**src/rtl/rst_seq_pkg.sv**
```systemverilog
// rst_seq_pkg: shared state encoding and width helpers for reset_sequencer
package rst_seq_pkg;
   typedef enum logic [2:0] {
      S_IDLE,
      S_PRE,
      S_HOLD,
      S_STAGGER,
      S_RUN
   } state_t;
   function automatic int clog2(input int v);
      int r;
      r = 0;
      while ((1 << r) < v) r = r + 1;
      return r;
   endfunction
   function automatic int max3(input int a, input int b, input int c);
      int m;
      m = (a > b) ? a : b;
      return (m > c) ? m : c;
   endfunction
endpackage

```
**src/rtl/clk_divider.sv**
```systemverilog
// clk_divider: divides clk by 2*DIV_HALF and flags each rising edge of the divided clock
module clk_divider #(
   parameter int DIV_HALF = 1
) (
   input  logic clk,
   input  logic reset,
   output logic div_clk,
   output logic div_tick
);
   localparam int DW = (DIV_HALF > 1) ? $clog2(DIV_HALF) : 1;
   logic [DW-1:0] r_cnt;
   logic          r_div;
   logic          r_tick;
   logic          w_last;
   assign w_last = (r_cnt == DW'(DIV_HALF - 1));
   always_ff @(posedge clk) begin
      if (reset) begin
         r_cnt  <= '0;
         r_div  <= 1'b0;
         r_tick <= 1'b0;
      end else begin
         r_cnt  <= w_last ? '0 : r_cnt + DW'(1);
         r_div  <= r_div ^ w_last;
         // tick rides along with the 0->1 toggle so it covers the first high cycle
         r_tick <= w_last & ~r_div;
      end
   end
   assign div_clk  = r_div;
   assign div_tick = r_tick;
endmodule

```
**src/rtl/reset_sequencer.sv**
```systemverilog
// reset_sequencer: free-running counter, divided clock and staggered per-channel
// reset release with a soft-restart handshake
module reset_sequencer
   import rst_seq_pkg::*;
#(
   parameter int N_CH     = 4,
   parameter int CNT_W    = 32,
   parameter int PRE_CYC  = 4,
   parameter int HOLD_CYC = 4,
   parameter int STAGGER  = 2,
   parameter int DIV_HALF = 1
) (
   input  logic             clk,
   input  logic             reset,
   input  logic             restart_req,
   output logic             restart_ack,
   output logic [N_CH-1:0]  rst_out,
   output logic             done,
   output logic             div_clk,
   output logic             div_tick,
   output logic [CNT_W-1:0] counter
);
   localparam int SPAN = (N_CH - 1) * STAGGER;
   localparam int CW   = clog2(max3(PRE_CYC, HOLD_CYC, SPAN)) + 1;
   localparam bit SIMUL = (STAGGER == 0) || (N_CH == 1);
   state_t           r_state;
   logic [CW-1:0]    r_cnt;
   logic [N_CH-1:0]  r_rst;
   logic             r_done;
   logic             r_ack;
   logic [CNT_W-1:0] r_counter;
   logic [CW-1:0]    w_nxt;
   assign w_nxt = r_cnt + CW'(1);
   clk_divider #(.DIV_HALF(DIV_HALF)) u_div (
      .clk      (clk),
      .reset    (reset),
      .div_clk  (div_clk),
      .div_tick (div_tick)
   );
   always_ff @(posedge clk) begin
      if (reset) begin
         r_state   <= S_IDLE;
         r_cnt     <= '0;
         r_rst     <= '0;
         r_done    <= 1'b0;
         r_ack     <= 1'b0;
         r_counter <= '0;
      end else begin
         r_counter <= r_counter + CNT_W'(1);
         r_ack     <= 1'b0;
         case (r_state)
            // r_cnt marks the single post-reset IDLE cycle
            S_IDLE: begin
               if (r_cnt == '0) begin
                  r_cnt <= CW'(1);
               end else begin
                  r_cnt <= '0;
                  if (PRE_CYC == 0) begin
                     r_state <= S_HOLD;
                     r_rst   <= '1;
                  end else begin
                     r_state <= S_PRE;
                  end
               end
            end
            S_PRE: begin
               if (r_cnt == CW'(PRE_CYC - 1)) begin
                  r_cnt   <= '0;
                  r_state <= S_HOLD;
                  r_rst   <= '1;
               end else begin
                  r_cnt <= w_nxt;
               end
            end
            S_HOLD: begin
               if (r_cnt == CW'(HOLD_CYC - 1)) begin
                  r_cnt <= '0;
                  if (SIMUL) begin
                     r_rst   <= '0;
                     r_state <= S_RUN;
                     r_done  <= 1'b1;
                  end else begin
                     r_rst[0] <= 1'b0;
                     r_state  <= S_STAGGER;
                  end
               end else begin
                  r_cnt <= w_nxt;
               end
            end
            S_STAGGER: begin
               r_cnt <= w_nxt;
               for (int i = 1; i < N_CH; i++)
                  if (w_nxt == CW'(i * STAGGER)) r_rst[i] <= 1'b0;
               if (w_nxt == CW'(SPAN)) begin
                  r_state <= S_RUN;
                  r_done  <= 1'b1;
               end
            end
            S_RUN: begin
               if (restart_req) begin
                  r_ack   <= 1'b1;
                  r_rst   <= '1;
                  r_done  <= 1'b0;
                  r_cnt   <= '0;
                  r_state <= S_HOLD;
               end
            end
            default: r_state <= S_IDLE;
         endcase
      end
   end
   assign restart_ack = r_ack;
   assign rst_out     = r_rst;
   assign done        = r_done;
   assign counter     = r_counter;
endmodule

```
**config.mk**
```make
export PLATFORM = sky130hd
export DESIGN_NAME = reset_sequencer
export DESIGN_NICKNAME = d
export VERILOG_FILES = /design/src/rtl/rst_seq_pkg.sv /design/src/rtl/clk_divider.sv /design/src/rtl/reset_sequencer.sv
export SDC_FILE = /design/constraint.sdc
export NUM_CORES = 1
export LEC_CHECK = 0
export ABC_AREA = 1
export CORE_MARGIN = 2
export CORE_UTILIZATION = 35
export CTS_CLUSTER_DIAMETER = 100
export DETAILED_ROUTE_END_ITERATION = 12
export SETUP_SLACK_MARGIN = 0.2
export SLEW_MARGIN = 20
export SYNTH_ARGS = -nofsm -noshare
export SYNTH_HDL_FRONTEND = slang
export SYNTH_HIERARCHICAL = 1
export SYNTH_SLANG_ARGS = --single-unit
```
**constraint.sdc**
```tcl
create_clock -name clk -period 1.4 [get_ports clk]
set_input_delay 0.21 -clock clk [delete_from_list [all_inputs] [get_ports clk]]
set_output_delay 0.21 -clock clk [all_outputs]
set_load 0.02 [all_outputs]
```
==> results.toml <==
[status]
status = "finished, violations left"
violations = "setup timing"

[timing]
finalSetupViolCount = 1
finalWorstSetupSlack_ns = -0.000390
clock_skew_ns = 0.00963
period_share_pct = 100
post-route-min-period_ns = 1.40
finalHoldViolations = 0
maxSlewViolCount = 0
tns_ns = -0.000390
rsz0062_at_grt = "true"
whs_ns = 0.455
fmax_mhz = 714

[clocking]
cts_buffer_depth = 2
clkLatencyLatePin_ns = 0.30
cts_made_buffers = 5
tritoncts = "built"
clk_pin_slew_ns = 0.09
htreeDepth = 2
cts_sinks = 48
root_buffer = "clkbuf_8"

[worst_setup_path]
rrSetupSlack_ns = -0.0004
worstPathRequired_ns = 1.64
arrival_ns = 1.64
cp_cell_sequence = "ha_4 -> nand2_4 -> inv_4 -> nand3_4 -> nor2_4 -> nand3_2 -> or2_0 -> a21oi_1"
crit_type = "reg -> reg"
reg2reg_depth = 8
cpPeakStageDelay_ns = 0.38
crit_buf_inv = 1
startpoint_type = "flop"
critPathMaxFanout = 4
cp-end-kind = "flop"
cp_top_family = "simple AND/OR/NAND/NOR gates"
crit_slowest_cell = "dfxtp_4"
worstSetupPathDepth = 8

[synthesis]
synth_top_area_share_pct = 38.4
ys_warn_count = 6
synthAdderAreaFrac_pct = 3.00
synth-xor-area-share_pct = 2.45
synth_largest_area_cell = "dfxtp_1"
ys_ff_latch = 48
synth_simple_gate_area_share_pct = 40.2
synth_cell_types = 33
synthTopCellsByArea = "dfxtp_1 38%, nand2_1 13%, nor2_1 7.5%, a21oi_1 5.2%, inv_1 4.8%"
synthMuxAreaShare_pct = 0
synth_top_family_by_area = "simple AND/OR/NAND/NOR gates"
seq_area_frac_synth_pct = 38.4
synthCells = 355
synth-compound-area-share_pct = 9.35
syn_area_mm2 = 0.00250
syn_nets = 364
syn_area_per_cell_um2 = 7.05

[placed_design]
place_congestion = 0.923
dpl.hpwl_um = 5140
dp_slack_ns = -0.0345
port_buffers = 42
placed_cell_area_mm2 = 0.00326
dp.cells = 501

[die]
num_io_pins = 43
initial_core_util_pct = 36.4
coreArea_mm2 = 0.00687
row_count = 30
dieArea_mm2 = 0.00784
die_y_um = 88.6
die_w_um = 88.6

[final_layout]
seq_area_mm2 = 0.00105
nNetsFinal = 446
stdcell_count = 534
layout_commonest_cell = "nand2_1"
drive_above_1_share_pct = 47.0
multi_input_area_mm2 = 0.00175
stdcell_area_mm2 = 0.00379
fin_util_pct = 55.1
layout_common_cells = "68 x nand2_1, 30 x nor2_1, 28 x inv_1, 28 x buf_4, 24 x a21oi_1"
fillers = 662
syn_to_final_growth_pct = 51.3
insertedDiodeCount = 0

[pwr]
power_density_mw_per_mm2 = 958
p_total_mw = 3.63
p_leak_nw = 1.55
ir_drop_mv = 0.664

[drt]
dr.pass1.iters = 4
vias_per_cell = 4.88
drt_iter0_markers = 106
vias = 2606
drc_errors = 0
routedWlPerCell_um = 13.6
ant_nets = 0
wirelength_um = 7260

[job]
cap_violations = 0

[global_route]
antenna_found_initial = 0
grt_pass1_wl_um = 11800
grt_max_degree = 17
top_usage_layer = "met2"
use_met1_pct = 23.6
globalRouteMet2Util_pct = 35.0
grt_pass1_vias = 2491
use_met3_pct = 2.52
grt_util_all_layers_pct = 19.3
grt-ovfl-total = 0

[worst_hold_path]
holdPathStages = 2
hp-class = "reg -> reg"
==> cells by family (layout without fill, tap and decap cells) <==
| kind of cell | after synthesis | after routing |
|---|---|---|
| XOR/XNOR | 7 | 7 |
| other | 1 | 1 |
| buffers and inverters | 43 | 126 |
| adder cells (fa/ha/maj) | 6 | 6 |
| AO/OA/AOI/OAI | 45 | 45 |
| flip-flops | 48 | 48 |
| AND/OR/NAND/NOR | 205 | 205 |
==> where the power goes <==
part           switching (mW)  internal [mW]  total (mW)
combinational           0.614          0.556        1.17
clock                   0.471          0.404       0.875
sequential              0.122           1.46        1.58
total                    1.21           2.42        3.63
==> worst min-delay path: stages, from the launching register on <==
cell     delay, ns
dfxtp_1       0.32
inv_1         0.05
a21oi_1       0.05
==> layer usage <==
layer	share of wire, %	up-vias
li1	-	1317
met1	43	1219
met2	51	56
met3	3.7	14
met4	2.2	0
met5	0	-
==> final timing paths <==
path              startpoint          end
setup / recovery  counter[1]  counter[16]
hold / removal          done         done
setup reg to reg  counter[1]  counter[16]
hold reg to reg         done         done
==> area by class of cell <==
cell class                      count  share of cell area [%]
Inverter                           39                    4.06
Clock buffer                        8                    2.38
Timing Repair Buffer               79                    16.3
Tap cell                           96                    3.17
Sequential cell                    48                    27.8
Multi-Input combinational cell    264                    46.3
==> Yosys cell counts <==
cell / count
o211ai_1: 1
clkbuf_1: 3
xnor2_1: 2
xor2_1: 5
nor2_4: 4
inv_1: 32
a21oi_1: 26
nand2_2: 6
nand2_1: 85
nand2_4: 1
nand3_2: 3
nor2_8: 1
nand3_4: 1
nor3b_2: 1
nor3b_1: 1
nor2_2: 6
nand4_1: 10
a31oi_1: 2
or2_0: 1
nand3b_1: 10
conb_1: 1
ha_1: 6
nand3_1: 18
inv_2: 6
buf_2: 1
nor2_1: 50
dfxtp_1: 48
o21ai_0: 14
nor3_2: 2
a2bb2oi_1: 1
clkinv_1: 1
nor3_1: 5
o21ai_1: 1
==> sequential cells by signal, summed over array words and instances, names as in the netlist <==
signal / count
r_cnt: 4
done: 1
rst_out: 4
u_div/div_clk: 1
r_state: 3
restart_ack: 1
u_div/div_tick: 1
counter: 32
u_div/r_cnt: 1
==> timing repair <==
action	CTS	global route
setup endpoints to repair	74	73
buffers inserted	13	12
endpoints found under the hold margin	0	0
hold buffers	0	0
resized for setup	168	72
pin swaps	34	21
Note: power is estimated with default switching activity, not from simulation.
